### src/rtl/sram_arb_pkg.sv
// sram_arb_pkg: shared types and helpers for the SRAM port arbiter.
package sram_arb_pkg;
    localparam int MAX_REQ = 8;
    localparam int SRAM_ADDR_WIDTH = 10;
    localparam int SRAM_DATA_WIDTH = 32;

    typedef logic [$clog2(MAX_REQ)-1:0] req_idx_t;

    typedef struct packed {
        logic [SRAM_ADDR_WIDTH-1:0]   addr;
        logic                         we;
        logic [SRAM_DATA_WIDTH/8-1:0] be;
        logic [SRAM_DATA_WIDTH-1:0]   wdata;
    } sram_req_t;

    function automatic logic is_onehot0(logic [MAX_REQ-1:0] v);
        return (v & (v - 1'b1)) == '0;
    endfunction
endpackage

### src/rtl/sram_arb_pick.sv
// sram_arb_pick: first requester found scanning upward from i_start (with wrap)
// wins; fixed priority is simply i_start = 0.
module sram_arb_pick
    import sram_arb_pkg::*;
#(
    parameter int NUM_REQ = 2
) (
    input  logic [NUM_REQ-1:0] i_req,
    input  req_idx_t           i_start,
    output logic [NUM_REQ-1:0] o_gnt,
    output req_idx_t           o_idx
);
    logic     w_found;
    req_idx_t w_cand;

    always_comb begin
        w_found = 1'b0;
        w_cand  = '0;
        o_idx   = '0;
        for (int k = 0; k < NUM_REQ; k++) begin
            w_cand = req_idx_t'((int'(i_start) + k) % NUM_REQ);
            if (!w_found && i_req[w_cand]) begin
                w_found = 1'b1;
                o_idx   = w_cand;
            end
        end
        o_gnt = w_found ? ({{(NUM_REQ-1){1'b0}}, 1'b1} << o_idx) : '0;
    end
endmodule

### src/rtl/sram_port_arbiter.sv
// sram_port_arbiter: shares one SRAM RW port among NUM_REQ OBI-style requesters.
// Define SRAM_ARB_ROUND_ROBIN_EN for round-robin; otherwise lowest index wins.
module sram_port_arbiter
    import sram_arb_pkg::*;
#(
    parameter int ADDR_WIDTH = 10,
    parameter int DATA_WIDTH = 32,
    parameter int NUM_REQ    = 2
) (
    input  logic                            clk_i,
    input  logic                            rst_ni,
    input  logic [NUM_REQ-1:0]              req_i,
    output logic [NUM_REQ-1:0]              gnt_o,
    input  logic [NUM_REQ*ADDR_WIDTH-1:0]   addr_i,
    input  logic [NUM_REQ-1:0]              we_i,
    input  logic [NUM_REQ*DATA_WIDTH/8-1:0] be_i,
    input  logic [NUM_REQ*DATA_WIDTH-1:0]   wdata_i,
    output logic [NUM_REQ-1:0]              rvalid_o,
    output logic [NUM_REQ*DATA_WIDTH-1:0]   rdata_o,
    output logic                            ram_en_o,
    output logic                            ram_we_o,
    output logic [DATA_WIDTH/8-1:0]         ram_be_o,
    output logic [ADDR_WIDTH-1:0]           ram_addr_o,
    output logic [DATA_WIDTH-1:0]           ram_wdata_o,
    input  logic [DATA_WIDTH-1:0]           ram_rdata_i
);
    localparam int BE_WIDTH = DATA_WIDTH / 8;

    req_idx_t           w_start;
    req_idx_t           w_idx;
    logic [NUM_REQ-1:0] w_gnt;
    logic               r_rvalid;
    req_idx_t           r_rsp_owner;

`ifdef SRAM_ARB_ROUND_ROBIN_EN
    req_idx_t r_rr_ptr;

    always_ff @(posedge clk_i or negedge rst_ni) begin
        if (!rst_ni)
            r_rr_ptr <= '0;
        else if (|w_gnt)
            r_rr_ptr <= (w_idx == req_idx_t'(NUM_REQ - 1)) ? '0 : w_idx + 1'b1;
    end

    assign w_start = r_rr_ptr;
`else
    assign w_start = '0;
`endif

    sram_arb_pick #(.NUM_REQ(NUM_REQ)) u_pick (
        .i_req   (req_i),
        .i_start (w_start),
        .o_gnt   (w_gnt),
        .o_idx   (w_idx)
    );

    assign gnt_o       = rst_ni ? w_gnt : '0;
    assign ram_en_o    = rst_ni & (|req_i);
    assign ram_we_o    = we_i[w_idx];
    assign ram_be_o    = be_i[w_idx*BE_WIDTH +: BE_WIDTH];
    assign ram_addr_o  = addr_i[w_idx*ADDR_WIDTH +: ADDR_WIDTH];
    assign ram_wdata_o = wdata_i[w_idx*DATA_WIDTH +: DATA_WIDTH];

    // One response bit plus its owner; the RAM answers exactly one cycle later.
    always_ff @(posedge clk_i or negedge rst_ni) begin
        if (!rst_ni) begin
            r_rvalid    <= 1'b0;
            r_rsp_owner <= '0;
        end else begin
            r_rvalid <= |w_gnt;
            if (|w_gnt)
                r_rsp_owner <= w_idx;
        end
    end

    assign rvalid_o = r_rvalid ? ({{(NUM_REQ-1){1'b0}}, 1'b1} << r_rsp_owner) : '0;
    assign rdata_o  = {NUM_REQ{ram_rdata_i}};
endmodule

### config.mk
export PLATFORM = sky130hd
export DESIGN_NAME = sram_port_arbiter
export DESIGN_NICKNAME = d
export VERILOG_FILES = /design/src/rtl/sram_arb_pkg.sv /design/src/rtl/sram_arb_pick.sv /design/src/rtl/sram_port_arbiter.sv
export SDC_FILE = /design/constraint.sdc
export NUM_CORES = 1
export LEC_CHECK = 0
export CAP_MARGIN = 20
export CORE_AREA = 2 2 94 96
export DETAILED_ROUTE_END_ITERATION = 10
export DIE_AREA = 0 0 96 98
export PLACE_DENSITY = 0.68
export SYNTH_ARGS = -nofsm -noshare
export SYNTH_HDL_FRONTEND = slang
export SYNTH_SLANG_ARGS = --single-unit
### constraint.sdc
create_clock -name clk_i -period 1.07 [get_ports clk_i]
set_input_delay 0.214 -clock clk_i [delete_from_list [all_inputs] [get_ports clk_i]]
set_output_delay 0.214 -clock clk_i [all_outputs]
set_load 0.01 [all_outputs]
-- Word-level counts from Yosys, hierarchy flattened
Cells that the tools add are included.
- shift operators: 5
- bitwise operators: 1
- reduce and logical (&&, ||, !) cells: 4
- equality and inequality tests: 0
- magnitude comparators: 1
- multiplexer cells: 8
- add/subtract/negate cells: 0
- multiply operators: 1
- divide/modulo/power cells: 0
- operators with widths (operator ; number):
    $shiftx 64x9->32 ; 1
    $shiftx 20x8->10 ; 1
    $shiftx 8x6->4 ; 1
    $mul 3x3->6 const B ; 1
    $mux 2 ; 3
    $mux 1 ; 5
    $reduce_or 2->1 ; 2
    $lt 3x2->1 const B ; 1
    $shl 1x3->2 const A ; 1
    $shl 1x1->2 const A ; 1
    $and 1x1->1 ; 1
    $logic_and 1x1->1 ; 1
    $logic_not 1->1 ; 1
- memories kept: 0
- bits in latches: 0
- word-level logic and storage cells: 22
- memory bits (writable): 0
- bits in read-only memories: 0
- flip-flop bits (word level): 4

-- Longest topological paths before layout
- depth in word-level cells: 7
- depth in mapped cells: 4
- gate-level depth less buffers: 2

-- By module
Synthesis repeated with hierarchy kept, for this count alone.
- cell total of the unflattened synthesis: 191
- area, all modules: 1481.4 um^2
- by module, submodules not included (module ; times used ; sequential area each (um^2) ; area an instance (um^2) ; cells an instance):
    sram_port_arbiter ; 1 ; 100.1 ; 1432.6 ; 184
    sram_arb_pick ; 1 ; 0.0 ; 48.8 ; 7

-- Worst setup path after synthesis
Ideal clock, no wire load.
- path kind: input to output
- start: in req_i[0]
- end: out ram_addr_o[0]
- arrival: 936 ps
- stages on the path: 4
- path slack: -80 ps
- path through: nand2b_4 > buf_6 > buf_6 > mux2_4
- longest elaborated chain between the ends: 6
- RTL lines (item ; line ; source):
    start: declaration ; sram_port_arbiter.sv:12 ; input logic [NUM_REQ-1:0] req_i,
    $mux 1 ; sram_arb_pick.sv:22 ; if (!w_found && i_req[w_cand]) begin
    $logic_not 1->1 ; sram_arb_pick.sv:22 ;
    $logic_and 1x1->1 ; sram_arb_pick.sv:22 ;
    $mux 1 ; sram_arb_pick.sv:22 ;
    $mul 3x3->6 ; sram_port_arbiter.sv:61 ; assign ram_addr_o = addr_i[w_idx*ADDR_WIDTH +: ADDR_WIDTH];
    $shiftx 20x8->10 ; sram_port_arbiter.sv:61 ;
    end: declaration ; sram_port_arbiter.sv:23 ; output logic [ADDR_WIDTH-1:0] ram_addr_o,
No other way between the ends.

-- Worst setup path after layout
- start: in req_i[0]
- end: out ram_wdata_o[5]
- longest elaborated chain between the ends: 5
- RTL lines (item ; line ; source):
    $mux 1 ; sram_arb_pick.sv:22 ;
    $logic_not 1->1 ; sram_arb_pick.sv:22 ;
    $logic_and 1x1->1 ; sram_arb_pick.sv:22 ;
    $mux 1 ; sram_arb_pick.sv:22 ;
    $shiftx 64x9->32 ; sram_port_arbiter.sv:62 ; assign ram_wdata_o = wdata_i[w_idx*DATA_WIDTH +: DATA_WIDTH];
    end: declaration ; sram_port_arbiter.sv:24 ; output logic [DATA_WIDTH-1:0] ram_wdata_o,
No other way between the ends.

==> metrics.txt <==
status=complete, but fails checks; failing checks=negative setup slack; switching pwr=0.390 mW; Synth Warn #=0; Fillers=836; htree depth=1; register share of total power=5.3%; worst setup margin=-0.509 ns; max incr delay on CP=0.30 ns; normalized max-slew margin=91.4%; Max VDD drop=0.201 mV; multi-input logic area=673 um2; Routed Antenna Nets=0; Port Buf Inserts=149; final setup vio count=50; mapped cell area=1230 um2; CP dominant cell by count=buf_12; Residual DRC=0; core box area=8470 um2; Worst-Margin Slew=0.130 ns; via density per instance=3.68; Syn Inst Count=128; wire length of the first global-routing pass=6.59 mm; sequential share of the synthesized area=4.05%; share of layout cells above drive strength 1=54.5%; total wire length=4.49 mm; Die Height=98 um; Max Cap Violations=0; initial antenna violation count=0; critical path's top delay family=buffers and inverters; clock period minus worst slack=1.58 ns; Switching Share=24.9%; WP data required=0.86 ns; Starting Density=14.6%; Net Count, Synth=258; Clk pwr share=18.7%; via count=1249; IO Pins=246; CP cell instances=buf_6 > nand2b_4 > buf_12 > buf_12 > buf_12 > buf_16 > mux2_4 > buf_6; Final Power=1.57 mW; nets=363; Final period util=148%; grt total ovfl=0; area occupied by registers=50.0 um2; Netlist cell types=12; Max Freq=633 MHz; TritonCTS Sinks=2; Post-Route Skew=0 ns; Tot GR Track Use=8.92%; RSZ-0062 raised after global routing=yes; slowest CP cell=mux2_4; die width=96 um; internal power=1.18 mW; worst-path fanout max=5; Hold Slack=0.254 ns; Crit. End Element=output pin; Hold Crit Class=in2reg; FF+latch count, synth=2; startpoint class of the critical path=input port; CTS tree=done; CTS Root Buffer Type=clkbuf_8; Die Area=9410 um2; pwr/cell area=564 nW/um2; clk slew on worst S/H paths=0.03 ns; largest net degree at the start of global routing=7; row cnt=34; Routed WL per cell=13.2 um; clock buffer depth=2; CP Buf/Inv Count=6; diode count=0; vias in the first global route=1382; Final Util=32.9%; Max Transition Viols Final=0; Comb pwr share=76.0%; HPWL after DPL=3.27 mm; CTS buffer count=3; final hold vios=0; syn avg cell area=9.65 um2; Layout area overhead=125%; Clock Latency Late Sink=0.21 ns; drt pass-1 iters=2; arrival time worst endpoint=1.37 ns; Starting DRT DRC Count=2; WS Path Type=in2out; static leakage=1.24 nW; Placer Congestion=0.662
==> cell usage after synthesis <==
cell type  count  area (um2)
and2_1         3        18.8
inv_1          1        3.75
buf_6          3        33.8
nor2_1         3        11.3
nand2b_4       1        13.8
buf_4         64         480
mux2_4        19         285
buf_2          2        10.0
or2_2          1        6.26
nor2b_1        1        6.26
dfrtp_1        2        50.1
mux2_2        28         315
==> routing by layer <==
metal  global-route usage [%]  share of wire, %  wire length (um)
met2                     16.7                51              2310
met4                     2.64               1.6                70
met3                     4.17                15               693
met5                        0                 0                 0
met1                     8.40                32              1420
==> power groups by stage <==
| stage | sequential, mW | clock (mW) | combinational (mW) |
|---|---|---|---|
| final | 0.0829 | 0.293 | 1.19 |
| after global routing | 0.0834 | 0.309 | 1.27 |
| after CTS | 0.0830 | 0.305 | 1.23 |
| after detailed placement | 0.0840 | 0 | 1.02 |
| after global placement | 0.0839 | 0 | 1.01 |
| after floorplan | 0.0833 | 0 | 0.589 |
==> flip-flops by register name, indices dropped and copies added (netlist names) <==
name,count
r_rvalid,1
r_rsp_owner,1
==> cells in the final DEF, fill, tap and decap left out, drive strengths merged <==
cell type / netlist / routed
and2: 3 / 3
buf: 69 / 72
clkbuf: 0 / 3
clkdlybuf4s15: 0 / 2
clkdlybuf4s50: 0 / 94
dfrtp: 2 / 2
dlygate4sd3: 0 / 1
inv: 1 / 1
mux2: 47 / 47
nand2b: 1 / 1
nor2: 3 / 3
nor2b: 1 / 1
or2: 1 / 1
==> final timing paths <==
kind | startpoint | end | slack, ns | cells after the start
setup / recovery | req_i[0] | ram_wdata_o[5] | -0.51 | 8
hold / removal | req_i[0] | r_rsp_owner[0] | 0.25 | 3
setup reg to reg | r_rsp_owner[0] | r_rsp_owner[0] | 0.20 | 4
hold reg to reg | r_rsp_owner[0] | r_rsp_owner[0] | 0.69 | 4
max in group asynchronous | rst_ni | r_rvalid | 0.46 | 2
min in group asynchronous | rst_ni | r_rsp_owner[0] | 0.48 | 2
==> cell type report <==
class / instances / area share [%]
flip-flops and latches: 2 / 1.80
inverters: 1 / 0.135
clock buffers: 3 / 1.48
well taps: 108 / 4.86
repair buffers: 169 / 67.5
multi-input cells: 56 / 24.2
==> through the flow <==
stage | setup WS (ns) | cells | cell area [um2] | setup TNS (ns)
5_1_grt | -0.538 | 339 | 2780 | -20.20
4_1_cts | -0.510 | 342 | 2830 | -21.30
3_5_place_dp | -1.02 | 322 | 2410 | -49.97
3_3_place_gp | -1.02 | 322 | 2410 | -49.70
2_1_floorplan | -0.0760 | 128 | 1240 | -2.23
6_report | -0.509 | 339 | 2780 | -18.74
==> worst min-delay path, cell delays in order <==
cell and delay, ns:
buf_6 0.07, buf_4 0.10, nor2_1 0.04
==> what timing repair did <==
action	in CTS	in global routing
hold endpoints to repair	2	0
hold buffers	1	0
setup endpoints to repair	52	51
setup buffers	11	2
pin swaps	3	1
gates resized for setup	288	3
gates cloned	6	0
==> kinds of logic (layout without fill, tap and decap cells) <==
family	count (synthesis)	count (layout)	synth area share [%]
simple gates	9	9	4.56
mux	47	47	48.6
flops	2	2	4.05
buf+inv	70	173	42.8
(Power assumes the default switching activity.)
